**src/rtl/mimi_pkg.sv**
```systemverilog
// Shared definitions for the minimax Wishbone program loader.
package mimi_pkg;

  typedef enum logic [2:0] {
    S_IDLE,
    S_ACCESS,
    S_CAPTURE,
    S_WRITE,
    S_ACK
  } state_t;

  // CTRL register bit positions
  localparam int unsigned CTRL_RUN     = 0;
  localparam int unsigned CTRL_DENIED  = 1;

  // Default wbs_adr_i bit that selects CTRL over RAM
  localparam int unsigned CTRL_BIT_DEF = 15;

  // CTRL readback: run and denied, all other bits zero
  function automatic logic [31:0] ctrl_word(input logic run, input logic denied);
    logic [31:0] w;
    w              = '0;
    w[CTRL_RUN]    = run;
    w[CTRL_DENIED] = denied;
    return w;
  endfunction

endpackage

```
**src/rtl/mimi_byte_merge.sv**
```systemverilog
// Byte-lane merge for partial writes: lanes with sel set take the new word,
// the rest keep the old word.
module mimi_byte_merge (
  input  logic [31:0] old_word,
  input  logic [31:0] new_word,
  input  logic [3:0]  sel,
  output logic [31:0] merged
);

  // Per-lane select between old and new byte
  always_comb begin
    merged = old_word;
    for (int unsigned i = 0; i < 4; i++) begin
      if (sel[i]) merged[8*i +: 8] = new_word[8*i +: 8];
    end
  end

endmodule

```
**src/rtl/mimi_wb_loader.sv**
```systemverilog
// Wishbone slave at 0x3000_xxxx that loads/reads back the minimax program SRAM
// while the core is held in reset, plus a CTRL register (run, denied).
// Optional feature: define MIMI_WB_RMW_EN to make partial-byte writes perform a
// read-modify-write; otherwise partial writes leave RAM untouched and set denied.
module mimi_wb_loader
  import mimi_pkg::*;
#(
  parameter logic [15:0] WB_BASE_HI = 16'h3000,
  parameter int unsigned RAM_AW     = 11,
  parameter int unsigned CTRL_BIT   = CTRL_BIT_DEF
) (
  input  logic              wb_clk_i,
  input  logic              wb_rst_i,
  input  logic              wbs_stb_i,
  input  logic              wbs_cyc_i,
  input  logic              wbs_we_i,
  input  logic [3:0]        wbs_sel_i,
  input  logic [31:0]       wbs_dat_i,
  input  logic [31:0]       wbs_adr_i,
  output logic              wbs_ack_o,
  output logic [31:0]       wbs_dat_o,
  output logic              ram_en_o,
  output logic              ram_wen_o,
  output logic [RAM_AW-1:0] ram_addr_o,
  output logic [31:0]       ram_wdata_o,
  input  logic [31:0]       ram_rdata_i,
  output logic              cpu_reset_o
);

  state_t              state_q, state_d;
  logic                run_q, run_d;
  logic                denied_q, denied_d;
  logic [31:0]         cap_q, cap_d;
  logic                req_we_q, req_we_d;
  logic                req_ctrl_q, req_ctrl_d;
  logic                req_rmw_q, req_rmw_d;
  logic                ack_d;
  logic [31:0]         dat_d;
  logic                en_d, wen_d;
  logic [RAM_AW-1:0]   addr_d;
  logic [31:0]         wdata_d;
  logic                sel_hit;
  logic                unused_adr;

`ifdef MIMI_WB_RMW_EN
  logic [3:0]          req_sel_q, req_sel_d;
  logic [31:0]         merged;

  // New data is parked in ram_wdata_o during the read phase, so merge against it
  mimi_byte_merge u_merge (
    .old_word (ram_rdata_i),
    .new_word (ram_wdata_o),
    .sel      (req_sel_q),
    .merged   (merged)
  );
`endif

  assign sel_hit     = wbs_cyc_i & wbs_stb_i & (wbs_adr_i[31:16] == WB_BASE_HI);
  assign cpu_reset_o = ~run_q;
  assign unused_adr  = ^{wbs_adr_i[14:13], wbs_adr_i[1:0]};

  // Next-state and next registered-output logic
  always_comb begin
    state_d    = state_q;
    run_d      = run_q;
    denied_d   = denied_q;
    cap_d      = cap_q;
    req_we_d   = req_we_q;
    req_ctrl_d = req_ctrl_q;
    req_rmw_d  = req_rmw_q;
    ack_d      = 1'b0;
    dat_d      = '0;
    en_d       = 1'b0;
    wen_d      = 1'b0;
    addr_d     = ram_addr_o;
    wdata_d    = ram_wdata_o;
`ifdef MIMI_WB_RMW_EN
    req_sel_d  = req_sel_q;
`endif
    unique case (state_q)
      S_IDLE: begin
        // The ack guard stops the still-asserted strobe of the finishing cycle
        // from being taken as a new request.
        if (sel_hit && !wbs_ack_o) begin
          req_we_d   = wbs_we_i;
          req_ctrl_d = wbs_adr_i[CTRL_BIT];
          req_rmw_d  = 1'b0;
          addr_d     = wbs_adr_i[RAM_AW+1:2];
          if (wbs_adr_i[CTRL_BIT]) begin
            state_d = S_ACK;
            if (wbs_we_i && wbs_sel_i[0]) begin
              run_d = wbs_dat_i[CTRL_RUN];
              if (wbs_dat_i[CTRL_DENIED]) denied_d = 1'b0;
            end
          end else if (run_q) begin
            denied_d = 1'b1;
            cap_d    = '0;
            state_d  = S_ACK;
          end else if (!wbs_we_i) begin
            en_d    = 1'b1;
            state_d = S_ACCESS;
          end else if (wbs_sel_i == 4'hf) begin
            en_d    = 1'b1;
            wen_d   = 1'b1;
            wdata_d = wbs_dat_i;
            state_d = S_ACCESS;
          end else if (wbs_sel_i == 4'h0) begin
            state_d = S_ACCESS;
          end else begin
`ifdef MIMI_WB_RMW_EN
            en_d      = 1'b1;
            wdata_d   = wbs_dat_i;
            req_rmw_d = 1'b1;
            req_sel_d = wbs_sel_i;
`else
            denied_d  = 1'b1;
`endif
            state_d = S_ACCESS;
          end
        end
      end
      S_ACCESS: begin
        if (!wbs_cyc_i)                   state_d = S_IDLE;
        else if (req_rmw_q || !req_we_q)  state_d = S_CAPTURE;
        else                              state_d = S_ACK;
      end
      S_CAPTURE: begin
        cap_d   = ram_rdata_i;
        state_d = wbs_cyc_i ? S_ACK : S_IDLE;
`ifdef MIMI_WB_RMW_EN
        if (req_rmw_q) begin
          state_d = wbs_cyc_i ? S_WRITE : S_IDLE;
          if (wbs_cyc_i) begin
            en_d    = 1'b1;
            wen_d   = 1'b1;
            wdata_d = merged;
          end
        end
`endif
      end
      S_WRITE: begin
        state_d = wbs_cyc_i ? S_ACK : S_IDLE;
      end
      S_ACK: begin
        state_d = S_IDLE;
        ack_d   = wbs_cyc_i;
        if (wbs_cyc_i && !req_we_q)
          dat_d = req_ctrl_q ? ctrl_word(run_q, denied_q) : cap_q;
      end
      default: state_d = S_IDLE;
    endcase
  end

  // State, control and registered bus/RAM outputs
  always_ff @(posedge wb_clk_i or posedge wb_rst_i) begin
    if (wb_rst_i) begin
      state_q     <= S_IDLE;
      run_q       <= 1'b0;
      denied_q    <= 1'b0;
      cap_q       <= '0;
      req_we_q    <= 1'b0;
      req_ctrl_q  <= 1'b0;
      req_rmw_q   <= 1'b0;
      wbs_ack_o   <= 1'b0;
      wbs_dat_o   <= '0;
      ram_en_o    <= 1'b0;
      ram_wen_o   <= 1'b0;
      ram_addr_o  <= '0;
      ram_wdata_o <= '0;
`ifdef MIMI_WB_RMW_EN
      req_sel_q   <= '0;
`endif
    end else begin
      state_q     <= state_d;
      run_q       <= run_d;
      denied_q    <= denied_d;
      cap_q       <= cap_d;
      req_we_q    <= req_we_d;
      req_ctrl_q  <= req_ctrl_d;
      req_rmw_q   <= req_rmw_d;
      wbs_ack_o   <= ack_d;
      wbs_dat_o   <= dat_d;
      ram_en_o    <= en_d;
      ram_wen_o   <= wen_d;
      ram_addr_o  <= addr_d;
      ram_wdata_o <= wdata_d;
`ifdef MIMI_WB_RMW_EN
      req_sel_q   <= req_sel_d;
`endif
    end
  end

endmodule

```
**config.mk**
```make
export PLATFORM = sky130hd
export DESIGN_NAME = mimi_wb_loader
export DESIGN_NICKNAME = d
export VERILOG_FILES = /design/src/rtl/mimi_pkg.sv /design/src/rtl/mimi_byte_merge.sv /design/src/rtl/mimi_wb_loader.sv
export SDC_FILE = /design/constraint.sdc
export NUM_CORES = 1
export LEC_CHECK = 0
export CAP_MARGIN = 20
export CORE_MARGIN = 4
export CORE_UTILIZATION = 39
export DETAILED_ROUTE_END_ITERATION = 10
export PLACE_DENSITY = 0.86
export SETUP_SLACK_MARGIN = 0.4
export SYNTH_ARGS = -nofsm -noshare
export SYNTH_HDL_FRONTEND = slang
export SYNTH_SLANG_ARGS = --single-unit
```
**constraint.sdc**
```tcl
create_clock -name wb_clk_i -period 3.9 [get_ports wb_clk_i]
set_input_delay 0.78 -clock wb_clk_i [delete_from_list [all_inputs] [get_ports wb_clk_i]]
set_output_delay 0.78 -clock wb_clk_i [all_outputs]
set_load 0.02 [all_outputs]
```
==> flow_summary.toml, run 1 <==
[sta]
grt_setup_unrepaired = "false"
period_share_pct = 69.9
min_period_ns = 2.73
slew_violations = 0
worst_pin_slew_ns = 0.649
holdWs_ns = 0.473
fin_setup_tns_ns = 0
relSlewSlack_pct = 56.7
fin_skew_ns = 0.00584
maxClockFrequency_mhz = 367
hold_viol_final = 0
setup_viol = 0

[critical_path]
critPathLaunchType = "input pin"
crit_arrival_ns = 3.00
max_stage_delay_ns = 0.43
crit_type = "in -> reg"
worstPathRequired_ns = 4.17
crit_slowest_cell = "clkdlybuf4s50_1"
path_cells = "clkdlybuf4s50_1 > nor4b_1 > nand4_1 > nor4_4 > buf_4 > mux2_2"
crit_path_end_kind = "register"
cp_max_fo = 21

[run]
maxCapViolCount = 0

[floorplanning]
dieArea_sq_um = 13300
start_util_pct = 40.7
core_sq_um = 11100
die_x_microns = 115
pin_count = 184
chipHeight_microns = 115
rows = 38

[placement]
placed_cell_area_sq_um = 6460
portBuffers = 179
gp_routability_congestion = 0.845
post-dp-hpwl_mm = 8.40

[route]
first_iter_violations = 132
vias = 3402
routed_wl_mm = 11.5
ant_nets = 0
vias_per_cell = 4.81
drc = 0
wl_per_cell_microns = 16.3
drt-pass1-iter-count = 4

[synth]
netlist-cell-type-count = 34
synth.net_count = 470
synthesis.instances = 365
ys_seq_area_share_pct = 65.0
syn_area_sq_um = 4500
syn_avg_cell_area_sq_um = 12.3
ys_ff_latch = 117
yosysWarnings = 0

[global_route]
overflow = 0
grtUsageTotal_pct = 18.2
grt_pass1_vias = 3741
grt_pass1_wl_mm = 18.5
grt_max_degree = 51
grt_antenna_before_repair = 0

[clock_network]
cts-root-buf = "clkbuf_16"
ctsResizeCount = 0
insertion_delay_ns = 0.39
clock_sink_count = 117
cts_tree = "yes"
cts.hold.buffers_added = 0
cts_buffers = 17
clk_pin_slew_ns = 0.05
cts_buffer_depth = 2
h-tree-depth = 4
cts_setup_buffers = 0

[power]
ir_worst_vdd_uv = 221
p_leak_nw = 3.25
pwr_density_cell_nw_per_um2 = 427

[cells_and_area]
final_cell_mix = "clkdlybuf4s50_1, dfrtp_1, nand2_1"
design_area_sq_um = 7140
drive_above_1_share_pct = 15.7
area_delta_synth_final_pct = 58.6
mostFrequentLayoutCell = "clkdlybuf4s50_1"
utilization_pct = 64.5
antenna_cells = 0
final_nets = 659

[min_path]
hp-class = "reg -> reg"

[status]
outcome = "finished, final reports clean"
critical path, delay by kind of cell:
| kind | cells | cell delay, ns |
|---|---|---|
| mux | 1 | 0.38 |
| simple gates | 3 | 1.06 |
| buf+inv | 2 | 0.77 |
routing by layer:
metal	wire length (microns)	vias to the layer above	part of all wire, %	global-route usage, %
li1	-	1628	-	-
met1	4660	1628	40	21.9
met2	5740	132	50	30.7
met3	972	14	8.4	5.80
met4	143	0	1.2	6.57
met5	0	-	0	0
state kept, by name, indices dropped and copies added, names as in the netlist:
register,cells
ram_en_o,1
denied_q,1
state_q,3
run_q,1
req_ctrl_q,1
ram_wdata_o,32
wbs_dat_o,32
cap_q,32
ram_addr_o,11
ram_wen_o,1
req_we_q,1
wbs_ack_o,1
synthesized netlist by cell type, drive strengths merged:
library cell	count	share of area [%]
and4bb	1	0.28
and2	31	4.3
and4b	1	0.22
nor3	7	0.89
inv	3	0.25
nand4	4	0.56
o21a	1	0.17
a21oi	2	0.22
nand4b	1	0.19
and3	2	0.28
mux2i	2	0.44
or4	1	0.17
o21ai	32	3.6
a2111oi	1	0.33
nor4b	4	0.92
buf	5	0.97
nand3	3	0.33
nand2	68	5.7
or3	2	0.28
nor4	4	0.89
o41ai	1	0.19
a31oi	1	0.14
dfrtp	117	65
o31ai	1	0.17
mux2	46	12
nor2	9	0.75
clkbuf	14	1.2
a21o	1	0.17
report_power, final:
group	total, mW	leakage (nW)	switching (mW)	internal (mW)
combinational	0.143	1.47	0.0482	0.0949
clock	1.69	0.317	0.507	1.18
sequential	1.22	1.47	0.0000307	1.22
total	3.05	3.25	0.555	2.49
final cells by class:
| class | count | area (sq um) |
|---|---|---|
| Clock inverter | 9 | 173 |
| Clock buffer | 23 | 478 |
| Tap cell | 140 | 175 |
| Timing Repair Buffer | 189 | 1890 |
| Fill cell | 850 | 3940 |
| Multi-Input combinational cell | 226 | 1480 |
| Sequential cell | 117 | 2930 |
| Inverter | 3 | 15.0 |
final timing paths:
| kind | start | to | slack [ns] | cells after the start |
|---|---|---|---|---|
| hold / removal | cap_q[5]$_DFFE_PP0P_ | wbs_dat_o[5]$_DFF_PP0_ | 0.47 | 1 |
| max in group asynchronous | wb_rst_i | ram_wdata_o[26]$_DFFE_PP0P_ | 2.43 | 3 |
| min in group asynchronous | wb_rst_i | ram_wdata_o[19]$_DFFE_PP0P_ | 0.80 | 2 |
| setup reg to reg | wbs_ack_o$_DFF_PP0_ | ram_wdata_o[22]$_DFFE_PP0P_ | 1.62 | 5 |
| hold reg to reg | cap_q[5]$_DFFE_PP0P_ | wbs_dat_o[5]$_DFF_PP0_ | 0.47 | 1 |
| setup / recovery | wbs_adr_i[27] | ram_wdata_o[22]$_DFFE_PP0P_ | 1.17 | 6 |
cell families after synthesis:
group	count (synthesis)	share of synthesized area, %
buf+inv	22	2.39
mux	48	11.9
simple gates	138	15.7
compound gates	40	4.94
flops	117	65.0
per-stage QoR:
step | std cells | worst slack, ns | total power, mW
2_1_floorplan | 365 | 1.56 | 1.26
3_3_place_gp | 673 | 0.918 | 1.38
3_5_place_dp | 673 | 0.785 | 1.38
4_1_cts | 705 | 1.18 | 3.09
5_1_grt | 707 | 1.06 | 3.15
6_report | 707 | 1.17 | 3.05
Power figures use the tool's default switching activity.
==> run 2: changes to the inputs <==
clock period = 2.2 ns   (was 3.9 ns; I/O delays follow)
==> flow_summary.toml, run 2 (synthesis results as in run 1) <==
[clock_network]
insertion_delay_ns = 0.41
clk_pin_slew_ns = 0.05
cts_buffers = 17
cts_buffer_depth = 2
clock_sink_count = 117
cts_tree = "yes"
h-tree-depth = 4
cts-root-buf = "clkbuf_16"

[placement]
dp_cells = 687
portBuffers = 179
gp_routability_congestion = 0.804
placed_cell_area_sq_um = 6710
dp_slack_ns = -0.334
post-dp-hpwl_mm = 8.83

[cells_and_area]
final_cells = 730
final_cell_mix = "dfrtp_1, clkdlybuf4s50_1, nand2_1"
antenna_cells = 0
biggestRegsByFlops = "cap_q (32), ram_wdata_o (32), wbs_dat_o (32)"
drive_above_1_share_pct = 28.5
utilization_pct = 71.9
mostFrequentLayoutCell = "dfrtp_1"
design_area_sq_um = 7970
final_nets = 684
area_delta_synth_final_pct = 76.9

[global_route]
grt_pass1_vias = 3910
met3_usage_pct = 4.70
grtUsageMet1_pct = 22.6
grtUsageMet2_pct = 34.7
grt_pass1_wl_mm = 20.1
grtUsageTotal_pct = 19.8
grt_max_degree = 71
grt_busiest_layer = "met2"
overflow = 0
grt_antenna_before_repair = 0

[power]
ir_worst_vdd_uv = 361
p_clk_share_pct = 55.3
p_sw_mw = 1.06
swShare_pct = 19.4
comb_power_share_pct = 5.3
power.total_mw = 5.46
p_seq_share_pct = 39.5
p_leak_nw = 4.23
pwr_density_cell_nw_per_um2 = 684
intPower_mw = 4.40

[route]
ant_nets = 0
first_iter_violations = 176
wl_per_cell_microns = 19.3
vias_per_cell = 5.05
drc = 0
routed_wl_mm = 14.1
drt-pass1-iter-count = 4
vias = 3688

[sta]
setup_ws_ns = 0.268
min_period_ns = 1.93
grt_setup_unrepaired = "true"
setup_viol = 0
worst_pin_slew_ns = 0.376
period_share_pct = 87.8
holdWs_ns = 0.329
fin_skew_ns = 0.00915
fin_setup_tns_ns = 0
maxClockFrequency_mhz = 518
slew_violations = 0
hold_viol_final = 0
relSlewSlack_pct = 74.9

[critical_path]
worstPathRequired_ns = 2.49
critical_path_buf_inv_count = 2
r2r-start = "state_q[0]$_DFFE_PP0P_"
crit_slowest_cell = "dfrtp_1"
crit_arrival_ns = 2.22
path_cells = "nor3_4 > nand2_4 > nor4_4 > buf_4 > clkbuf_16 > mux2_4"
worstReg2RegEnd = "ram_wdata_o[4]$_DFFE_PP0P_"
reg2regPathDepth = 6
path_delay_family = "simple AND/OR/NAND/NOR gates"
cp_max_fo = 7
crit_type = "reg -> reg"
crit_path_end_kind = "register"
critPathLaunchType = "register"
max_stage_delay_ns = 0.46
r2r_setup_slack_ns = 0.27

[min_path]
hp-class = "in -> async"

[floorplanning]
rows = 38
pin_count = 184
start_util_pct = 40.7
chipHeight_microns = 115
core_sq_um = 11100
die_x_microns = 115
dieArea_sq_um = 13300

[status]
outcome = "finished, final reports clean"

[run]
maxCapViolCount = 0
==> run 2: changes by cell type in the layout (fill, tap and decap cells not counted), sizes merged, moves of 3 or more <==
cell,change
buf,+22
clkbuf,+4
clkdlybuf4s50,-92
clkinv,-3
dlygate4sd2,+64
dlymetal6s2s,+27
==> run 2: worst max path at each step <==
stage / startpoint / cells after the start / slack (ns) / endpoint
floorplan: wb_rst_i / 1 / 0.33 / cap_q[0]$_DFFE_PP0P_
global placement: wbs_adr_i[27] / 7 / -0.25 / cap_q[20]$_DFFE_PP0P_
detailed placement: wbs_adr_i[27] / 7 / -0.33 / cap_q[26]$_DFFE_PP0P_
CTS: wbs_ack_o$_DFF_PP0_ / 6 / 0.15 / ram_wdata_o[26]$_DFFE_PP0P_
global route: state_q[0]$_DFFE_PP0P_ / 6 / 0.19 / ram_wdata_o[4]$_DFFE_PP0P_
finish: state_q[0]$_DFFE_PP0P_ / 6 / 0.27 / ram_wdata_o[4]$_DFFE_PP0P_
==> run 2: routing by layer <==
layer  vias to the layer above  routed length (microns)
met4                         0                      312
met2                       151                     7430
met3                        23                      895
li1                       1670                        -
met5                         -                        0
met1                      1844                     5470
==> run 2: cell type report <==
| cell class | instances | area, sq um |
|---|---|---|
| fillers | 731 | 3110 |
| flip-flops and latches | 117 | 2930 |
| repair buffers | 214 | 2240 |
| multi-input cells | 226 | 1960 |
| clock buffers | 23 | 508 |
| well taps | 140 | 175 |
| clock inverters | 7 | 143 |
| inverters | 3 | 15.0 |
==> run 2: power by group through the flow <==
stage	Sequential [mW]	Combinational [mW]	Clock, mW
after floorplan	2.19	0.0470	0
after global routing	2.15	0.306	3.16
after CTS	2.15	0.278	3.04
final	2.15	0.286	3.01
after global placement	2.19	0.265	0
after detailed placement	2.19	0.273	0
==> run 2: what timing repair did <==
item,in CTS,in global routing
resized for setup,97,131
pin swaps,9,42
cloned,3,4
hold buffers,0,0
setup endpoints to repair,138,101
setup buffers,5,1
